==> src/rtl/rv32_instr_encoder.sv <==
// RV32I instruction encoder: packs decoded micro-op descriptors into 32-bit
// instruction words and streams them into instruction memory at consecutive addresses.
module rv32_instr_encoder #(
  parameter logic [31:0] BASE_ADDR   = 32'h0000_0000,
  parameter int          DEPTH_WORDS = 1024
) (
  input  logic        clk,
  input  logic        reset,
  input  logic        in_valid,
  output logic        in_ready,
  input  logic [2:0]  op_class,
  input  logic [3:0]  alu_op,
  input  logic [2:0]  sub,
  input  logic [4:0]  rd,
  input  logic [4:0]  rs1,
  input  logic [4:0]  rs2,
  input  logic [31:0] imm,
  output logic        imem_we,
  output logic [31:0] imem_addr,
  output logic [31:0] imem_wdata,
  input  logic        imem_ready,
  output logic [15:0] word_count,
  output logic        err,
  output logic [7:0]  err_count
);

  localparam logic [31:0] LAST_ADDR = BASE_ADDR + 32'(4 * (DEPTH_WORDS - 1));

  localparam logic [2:0] CLS_R      = 3'd0;
  localparam logic [2:0] CLS_I      = 3'd1;
  localparam logic [2:0] CLS_LOAD   = 3'd2;
  localparam logic [2:0] CLS_STORE  = 3'd3;
  localparam logic [2:0] CLS_BRANCH = 3'd4;
  localparam logic [2:0] CLS_LUI    = 3'd5;
  localparam logic [2:0] CLS_JAL    = 3'd6;

  localparam logic [6:0] OPC_R      = 7'b0110011;
  localparam logic [6:0] OPC_I      = 7'b0010011;
  localparam logic [6:0] OPC_LOAD   = 7'b0000011;
  localparam logic [6:0] OPC_STORE  = 7'b0100011;
  localparam logic [6:0] OPC_BRANCH = 7'b1100011;
  localparam logic [6:0] OPC_LUI    = 7'b0110111;
  localparam logic [6:0] OPC_JAL    = 7'b1101111;

  localparam logic [3:0] ALU_SLL = 4'd1;
  localparam logic [3:0] ALU_SRL = 4'd5;
  localparam logic [3:0] ALU_SRA = 4'd6;
  localparam logic [3:0] ALU_SUB = 4'd9;

  localparam logic [6:0] F7_ALT = 7'b0100000;

  // Handshake: a descriptor transfers on any rising edge where in_valid && in_ready;
  // a memory write completes on any rising edge where imem_we && imem_ready.
  // in_ready depends only on the output stage and imem_ready, never on in_valid.

  logic        stage_valid;
  logic [31:0] stage_wdata;
  logic [31:0] addr_q;
  logic [15:0] word_count_q;
  logic        err_q;
  logic [7:0]  err_count_q;

  logic        accept;
  logic        write_done;
  logic [31:0] addr_next;

  logic [31:0] enc_word;
  logic        enc_illegal;
  logic [2:0]  alu_f3;
  logic        alu_bad;
  logic        is_shift;
  logic [6:0]  r_f7;
  logic [6:0] i_f7;

  assign in_ready   = !stage_valid || imem_ready;
  assign accept     = in_valid && in_ready;
  assign write_done = stage_valid && imem_ready;
  assign addr_next  = (addr_q == LAST_ADDR) ? BASE_ADDR : addr_q + 32'd4;

  // ALU code to func3; sub shares add's func3 and sra shares srl's.
  always_comb begin
    alu_f3 = 3'b000;
    case (alu_op)
      4'd0:    alu_f3 = 3'b000;
      4'd1:    alu_f3 = 3'b001;
      4'd2:    alu_f3 = 3'b010;
      4'd3:    alu_f3 = 3'b011;
      4'd4:    alu_f3 = 3'b100;
      4'd5:    alu_f3 = 3'b101;
      4'd6:    alu_f3 = 3'b101;
      4'd7:    alu_f3 = 3'b110;
      4'd8:    alu_f3 = 3'b111;
      4'd9:    alu_f3 = 3'b000;
      default: alu_f3 = 3'b000;
    endcase
  end

  assign alu_bad  = alu_op > 4'd9;
  assign is_shift = (alu_op == ALU_SLL) || (alu_op == ALU_SRL) || (alu_op == ALU_SRA);
  assign r_f7     = ((alu_op == ALU_SUB) || (alu_op == ALU_SRA)) ? F7_ALT : 7'd0;
  assign i_f7     = (alu_op == ALU_SRA) ? F7_ALT : 7'd0;

  always_comb begin
    enc_word    = 32'd0;
    enc_illegal = 1'b0;
    case (op_class)
      CLS_R: begin
        enc_word    = {r_f7, rs2, rs1, alu_f3, rd, OPC_R};
        enc_illegal = alu_bad;
      end
      CLS_I: begin
        if (is_shift) begin
          enc_word    = {i_f7, imm[4:0], rs1, alu_f3, rd, OPC_I};
          enc_illegal = imm[11:5] != 7'd0;
        end else begin
          enc_word    = {imm[11:0], rs1, alu_f3, rd, OPC_I};
          enc_illegal = alu_bad || (alu_op == ALU_SUB);
        end
      end
      CLS_LOAD: begin
        enc_word    = {imm[11:0], rs1, sub, rd, OPC_LOAD};
        enc_illegal = (sub == 3'b011) || (sub == 3'b110) || (sub == 3'b111);
      end
      CLS_STORE: begin
        enc_word    = {imm[11:5], rs2, rs1, sub, imm[4:0], OPC_STORE};
        enc_illegal = sub > 3'b010;
      end
      CLS_BRANCH: begin
        enc_word    = {imm[12], imm[10:5], rs2, rs1, sub, imm[4:1], imm[11], OPC_BRANCH};
        enc_illegal = (sub == 3'b010) || (sub == 3'b011) || imm[0];
      end
      CLS_LUI: begin
        enc_word    = {imm[31:12], rd, OPC_LUI};
        enc_illegal = 1'b0;
      end
      CLS_JAL: begin
        enc_word    = {imm[20], imm[10:1], imm[11], imm[19:12], rd, OPC_JAL};
        enc_illegal = imm[0];
      end
      default: begin
        enc_word    = 32'd0;
        enc_illegal = 1'b1;
      end
    endcase
  end

  // addr_q is the address of the word in the stage, or of the next word if empty.
  always_ff @(posedge clk) begin
    if (reset) begin
      stage_valid  <= 1'b0;
      stage_wdata  <= 32'd0;
      addr_q       <= BASE_ADDR;
      word_count_q <= 16'd0;
      err_q        <= 1'b0;
      err_count_q  <= 8'd0;
    end else begin
      if (write_done) begin
        addr_q       <= addr_next;
        word_count_q <= word_count_q + 16'd1;
      end
      if (accept && !enc_illegal) begin
        stage_valid <= 1'b1;
        stage_wdata <= enc_word;
      end else if (write_done) begin
        stage_valid <= 1'b0;
      end
      if (accept && enc_illegal) begin
        err_q <= 1'b1;
        if (err_count_q != 8'hFF) begin
          err_count_q <= err_count_q + 8'd1;
        end
      end
    end
  end

  assign imem_we    = stage_valid;
  assign imem_addr  = addr_q;
  assign imem_wdata = stage_wdata;
  assign word_count = word_count_q;
  assign err        = err_q;
  assign err_count  = err_count_q;

endmodule

==> config.mk <==
export PLATFORM = sky130hd
export DESIGN_NAME = rv32_instr_encoder
export DESIGN_NICKNAME = d
export VERILOG_FILES = /design/src/rtl/rv32_instr_encoder.sv
export SDC_FILE = /design/constraint.sdc
export NUM_CORES = 1
export LEC_CHECK = 0
export ABC_AREA = 1
export CAP_MARGIN = 10
export CORE_MARGIN = 1.5
export CORE_UTILIZATION = 51
export DETAILED_ROUTE_END_ITERATION = 16
export GPL_TIMING_DRIVEN = 0
export PLACE_DENSITY = 0.86
export SLEW_MARGIN = 0
export SYNTH_ARGS = -nofsm -noshare
export SYNTH_HDL_FRONTEND = slang
export SYNTH_SLANG_ARGS = --single-unit
==> constraint.sdc <==
create_clock -name clk -period 4.78 [get_ports clk]
set_input_delay 1.195 -clock clk [delete_from_list [all_inputs] [get_ports clk]]
set_output_delay 1.195 -clock clk [all_outputs]
set_load 0.02 [all_outputs]
# After elaboration in Yosys (flattened, before gate mapping)
# Memory sizes are Yosys's and may differ from the RTL's.
# Cells that the tools add are included.
# classes
add_sub_neg,3
order_cmp,2
n_eq_ne,16
mux,9
n_reduce_logical,19
# ops
cell,n
32-bit case mux with 7 select lines,1
32-bit two-way mux,2
32-bit by 3-bit adder with 32-bit output (second input constant),1
32-bit by 12-bit equality test with 1-bit output (second input constant),1
16-bit by 1-bit adder with 16-bit output (second input constant),1
3-bit equality test (second input constant),5
3-bit by 2-bit equality test with 1-bit output (second input constant),4
6-bit two-way mux,2
1-bit logical OR,9
8-bit by 1-bit adder with 8-bit output (second input constant),1
4-bit by 3-bit equality test with 1-bit output (second input constant),2
8-bit inequality test (second input constant),1
1-bit case mux with 7 select lines,1
7-bit nonzero test,1
4-bit by 1-bit equality test with 1-bit output (second input constant),1
4-bit equality test (second input constant),1
4-bit > comparator (second input constant),1
1-bit logical AND,4
3-bit by 1-bit equality test with 1-bit output (second input constant),1
3-bit by 2-bit > comparator with 1-bit output (second input constant),1
3-bit zero test,1
1-bit two-way mux,3
1-bit zero test,2
2-bit AND reduction,1
2-bit nonzero test,1
# word_totals
regBits,90
rom_bits,48
in_bits,61
output_inout_bits,91
elab_cells,56
mem_count,1
# memory_table
name,depth,width,rd,rd_clocked_by_memory_dff,wr,line_no,text
(no name shown),16,3,1,0,0,83,case (alu_op)

# Logic depth before layout (Yosys ltp)
# Gate-level depths: netlist of the first run.
# depth
word_depth,8
ltp_mapped,13
depth_no_buf,13

# Worst setup path before layout of the first run
# OpenSTA, ideal clock, no wires.
# synth_path
path_kind,in2out
from,in imem_ready
to,out in_ready
arrival_ns,1.391
t_required_ns,3.585
slack_ns,2.194
stages,2
path_buffers,0
cell_sequence,inv_1 > nand2_1
# synth_via
elab_chain_cells,1
# synth_rtl
element,line_no,text
start: declaration,21,"input logic imem_ready,"
1-bit logical OR,75,assign in_ready = !stage_valid || imem_ready;
end: declaration,10,"output logic in_ready,"
# Every way passes these cells.

# Worst setup path after layout of the first run
# Ends and elaborated chain as after synthesis.

==> impl_metrics.toml, run 1 <==
[detailed_routing]
first_iter_violations = 322
drc = 0
wire_per_inst_um = 14.81
drtPass1Iterations = 5
routed_wl_mm = 15.59
final_antenna_net_count = 0
viasPerCell = 5.349
via_count = 5632

[grt]
overflow = 0
grt_pass1_vias = 5291
antenna_found_initial = 0
grt_pass1_wl_mm = 24.70
grt_max_degree = 16
grtUsageTotal = 0.3070

[sta]
period_needed_ps = 3699
hold_ws_ps = 467.4
setup_ws_ps = 1081
setup_viol = 0
fin_crit_sh = 0.7739
rsz0062_at_grt = "no"
tns_ps = 0
timing.final.max_slew_violations = 0
fin_worst_skew_ps = 11.78
tightest_slew_ps = 735.8
max-slew-margin-rel = 0.5062
fmax_ghz = 0.2703
finalHoldViolations = 0

[placed_design]
hpwl_mm = 12.31
place_ws_ps = 1108
portBuffers = 147
gp_congestion = 0.9349

[floorplan]
die_area_um2 = 10210
core-area_um2 = 9284
rows = 35
die_y_um = 101.1
start_util = 0.5283
die_width_um = 101.1
ios = 152

[setup_path]
cp_slowest_cell = "clkdlybuf4s50_1"
r2r_cells = 12
worstSetupPathType = "input pin to primary output"
cp_common_cell = "clkdlybuf4s50_1"
crit_fanout = 3
arrival_ps = 2500
worstPathCellList = "clkdlybuf4s50_1, inv_1, nand2_1, clkdlybuf4s50_1"
start_kind = "input pin"
endpoint_kind = "primary output"
worstPathRequired_ps = 3590
slowest_delay_ps = 630

[logic_synthesis]
synthMuxAreaShare = 0
ys.flop_type = "dfxtp_1"
synth.ff_latch_count = 87
yosysMostFrequentCell = "nand2_1"
syn_avg_cell_area_um2 = 6.454
synth_top_area_frac = 0.3551
synth_compound_area_frac = 0.1339
synth-seq-area-share = 0.3551
yosysTopAreaCell = "dfxtp_1"
ys_warn_count = 0
yosys.area_share.adder = 0.02296
syn_area_um2 = 4905
synth_cells = 760
synth_cell_types = 37
synth_top_family_by_area = "simple AND/OR/NAND/NOR gates"
yosys-top-cells-area = "dfxtp_1, nand2_1, nor2_1, a21oi_1, inv_1"
synthArstFlopShare = 0
synth-xor-area-share = 0.02679
synth_simple_gate_area_frac = 0.3679
synthTopCellsByCount = "nand2_1, nor2_1, dfxtp_1, inv_1, a21oi_1"
synth_edf_count = 0

[clock_network]
cts_tree = "built"
clockBufferDepth = 2
ctsHoldBuffers = 0
numClockSinks = 87
post_cts_buffers = 0
clk_pin_slew_ps = 90
cts_resized = 0
clock-root-buffer = "clkbuf_8"
htreeDepth = 3
clock_latency_ps = 370
cts_buffers = 9

[power]
p_leak_uw = 0.002628
peakVddDrop_mv = 0.1534
power_density_nw_per_um2 = 232.0

[min_path]
hold_depth = 2
hp-class = "flip-flop to flip-flop"

[final_layout]
num_antenna_cells = 0
nNetsFinal = 989
seq_area_um2 = 1742
drive_gt1_frac = 0.05519
fillers = 833
syn2layout_area_growth_pct = 36.89
multi_input_area_um2 = 2713

[run]
maxCapViolCount = 0

[outcome]
status = "finished, final reports clean"
worst paths after layout:
check | startpoint | to | slack [ps]
setup / recovery | imem_ready | in_ready | 1080
hold / removal | imem_wdata[5] | imem_wdata[5] | 470
setup reg to reg | imem_we | word_count[14] | 2780
hold reg to reg | imem_wdata[5] | imem_wdata[5] | 470
sequential cells by signal, summed over array words and instances (netlist names):
signal      count
imem_we         1
err_count       8
word_count     16
err             1
imem_wdata     31
imem_addr      30
cell families (layout without fill, tap and decap cells):
kind of cell	Yosys count	count (layout)
fa+ha+maj	9	9
buf+inv	106	269
simple gates	426	426
compound gates	116	116
other cells	1	2
xor+xnor	15	15
flops	87	87
final cells by class:
class / count / share of cell area
buffer: 22 / 0.02069
clock buffer: 10 / 0.01901
clock inverter: 6 / 0.006709
inverter: 84 / 0.04696
multi-input combinational: 568 / 0.4040
sequential: 87 / 0.2594
tap: 129 / 0.02404
timing repair buffer: 147 / 0.2192
report_power, final:
part | internal (uW) | leakage, uW | total [uW] | switching (uW)
registers | 747 | 0.000705 | 764 | 16.8
logic | 139 | 0.00184 | 310 | 171
clock network | 191 | 0.0000789 | 484 | 292
total | 1080 | 0.00263 | 1560 | 480
per-stage QoR:
stage / area, um2 / total power, uW / cells / util
finish: 6714 / 1558 / 1053 / 0.7232
global route: 6714 / 1619 / 1053 / 0.7232
CTS: 6714 / 1561 / 1053 / 0.7232
detailed placement: 6541 / 1087 / 1037 / 0.7046
global placement: 6541 / 1082 / 1037 / 0.7046
floorplan: 4908 / 939.3 / 761 / -
cells in the final DEF (no fill, tap or decap), drive strengths merged, types with 3 or more instances in the layout:
master         count
a21boi             5
a21oi             64
a22o               4
buf               14
clkbuf            18
clkdlybuf4s50    147
clkinv             4
clkinvlp           3
dfxtp             87
ha                 9
inv               83
nand2            229
nand3             44
nand4             22
nor2             105
nor3              19
o211ai             7
o21a               7
o21ai             23
xor2              14
worst max-delay path: cells and delay by family:
kind	cells	cell delay (ps)
buffers and inverters	3	1170
AND/OR/NAND/NOR	1	140
metal layers:
metal | routed length [um] | up-vias | global-route usage
met1 | 6310 | 2588 | 0.3674
met5 | 0 | - | 0
met2 | 7700 | 235 | 0.5431
met4 | 572 | 0 | 0.1389
li1 | - | 2767 | -
met3 | 1010 | 42 | 0.04230
Note: power is estimated with default switching activity, not from simulation.
==> inputs of run 2 (changes only) <==
Settings changed: CORE_UTILIZATION 51 to 43, PLACE_DENSITY 0.86 to 0.78.
Clock period 4.78 ns to 3 ns, I/O delays scaled along.
==> run 2 against run 1 <==
Compared with the run above: worst setup slack got worse by 800 ps; via count fell by 4.2%; hold slack worse by 5.7 ps; first-iteration DRC count down 9.0%; final cell count up 1.0%; total power is 84% higher; sequential cell count stayed put; final area is 2.2% higher; largest cell class unchanged; highest routed layer unchanged.
==> impl_metrics.toml, run 2 (same netlist as run 1, synthesis figures left out) <==
[outcome]
status = "finished, final reports clean"

[floorplan]
die_y_um = 109.8
die_area_um2 = 12060
core-area_um2 = 10980
start_util = 0.4466
rows = 38
ios = 152
die_width_um = 109.8

[setup_path]
rrSetupSlack_ps = 1040
worstSetupPathType = "input pin to primary output"
start_kind = "input pin"
cp_common_cell = "clkdlybuf4s50_1"
worstPathCellList = "clkdlybuf4s50_1, inv_1, nand2_1, clkdlybuf4s50_1"
worstPathRequired_ps = 2250
endpoint_kind = "primary output"
crit_fanout = 3
cp_slowest_cell = "clkdlybuf4s50_1"
arrival_ps = 1960
r2r_cells = 11
r2r-start = "imem_we"
slowest_delay_ps = 610
r2r-end = "imem_addr[27]"

[sta]
max-slew-margin-rel = 0.5210
fmax_ghz = 0.3683
finalHoldViolations = 0
tns_ps = 0
tightest_slew_ps = 715.8
setup_viol = 0
rsz0062_at_grt = "no"
fin_worst_skew_ps = 11.23
timing.final.max_slew_violations = 0
fin_crit_sh = 0.9050
period_needed_ps = 2715

[detailed_routing]
drtPass1Iterations = 4
wire_per_inst_um = 13.94
routed_wl_mm = 14.83
drc = 0
first_iter_violations = 293
via_count = 5397
final_antenna_net_count = 0
viasPerCell = 5.072

[min_path]
worst_hold_startpoint = "imem_wdata[2]"
hold_depth = 2
holdPathEnd = "imem_wdata[2]"
hp-class = "flip-flop to flip-flop"

[clock_network]
post_cts_buffers = 0
clockBufferDepth = 2
ctsHoldBuffers = 0
clk_pin_slew_ps = 60
cts_buffers = 9
htreeDepth = 3
cts_tree = "built"
numClockSinks = 87
clock_latency_ps = 340
clock-root-buffer = "clkbuf_16"
cts_resized = 0

[grt]
grt_pass1_vias = 4955
antenna_found_initial = 0
grt_max_degree = 16
grtUsageTotal = 0.2523
grt_pass1_wl_mm = 23.43
overflow = 0

[placed_design]
portBuffers = 147
hpwl_mm = 11.65
gp_congestion = 0.9478
dpl_cell_area_um2 = 6555

[final_layout]
final_cell_mix = "nand2_1, clkdlybuf4s50_1, nor2_1"
largest_reg_flops = 31
postLayoutCellArea_um2 = 6860
syn2layout_area_growth_pct = 39.87
final_common_cell = "nand2_1"
num_antenna_cells = 0
drive_gt1_frac = 0.05628
fillers = 1045
nNetsFinal = 989

[run]
maxCapViolCount = 0

[power]
fin_total_pwr_uw = 2863
p_leak_uw = 0.002703
peakVddDrop_mv = 0.3104
power_density_nw_per_um2 = 417.3
run 2: cell count changes in the layout (fill, tap and decap cells not counted):
cell        delta
clkinvlp_4     -3
bufinv_16      +1
clkbuf_8       -8
clkbuf_16      +9
inv_6          +1
clkbuf_1       -1
clkinv_2       +1
run 2: worst max-delay path, delay by kind of cell:
kind	cells	cell delay [ps]
AND/OR/NAND/NOR	1	90
buffers and inverters	3	1130
run 2: layout make-up:
cell class	instances	area, um2	area share
Sequential cell	87	1742	0.2539
Buffer	22	138.9	0.02024
Clock inverter	6	66.31	0.009666
Inverter	84	315.3	0.04596
Timing Repair Buffer	147	1471	0.2145
Multi-Input combinational cell	568	2713	0.3954
Clock buffer	10	239.0	0.03483
Tap cell	140	175.2	0.02553
run 2: power by group:
part / internal [uW] / switching, uW / leakage (uW)
Clock: 673 / 486 / 0.000153
Sequential: 1190 / 24.3 / 0.000705
Combinational: 221 / 268 / 0.00184
Total: 2090 / 777 / 0.00270
run 2: how the worst max path moves through the flow:
stage	startpoint	to	slack [ps]	cells after the start
3_5_place_dp	alu_op[0]	imem_wdata[22]	190	12
2_1_floorplan	imem_ready	word_count[14]	1010	12
5_1_grt	imem_ready	in_ready	230	4
4_1_cts	imem_ready	in_ready	280	4
3_3_place_gp	imem_ready	imem_addr[27]	200	12
6_report	imem_ready	in_ready	290	4
run 2: routing by layer:
| metal | track usage | share of wire |
|---|---|---|
| met5 | 0 | 0 |
| met2 | 0.4228 | 0.46 |
| met3 | 0.06343 | 0.069 |
| met4 | 0.1002 | 0.031 |
| met1 | 0.3085 | 0.44 |
run 2: per-stage QoR:
| step | utilization | std cells | worst slack (ps) | hold slack, ps |
|---|---|---|---|---|
| 2_1_floorplan | - | 761 | 1007 | 540.4 |
| 3_5_place_dp | 0.5968 | 1048 | 186.2 | 454.1 |
| 4_1_cts | 0.6246 | 1064 | 276.8 | 462.2 |
| 5_1_grt | 0.6246 | 1064 | 234.1 | 479.6 |
| 3_3_place_gp | 0.5968 | 1048 | 199.6 | 450.1 |
| 6_report | 0.6246 | 1064 | 285.1 | 461.7 |
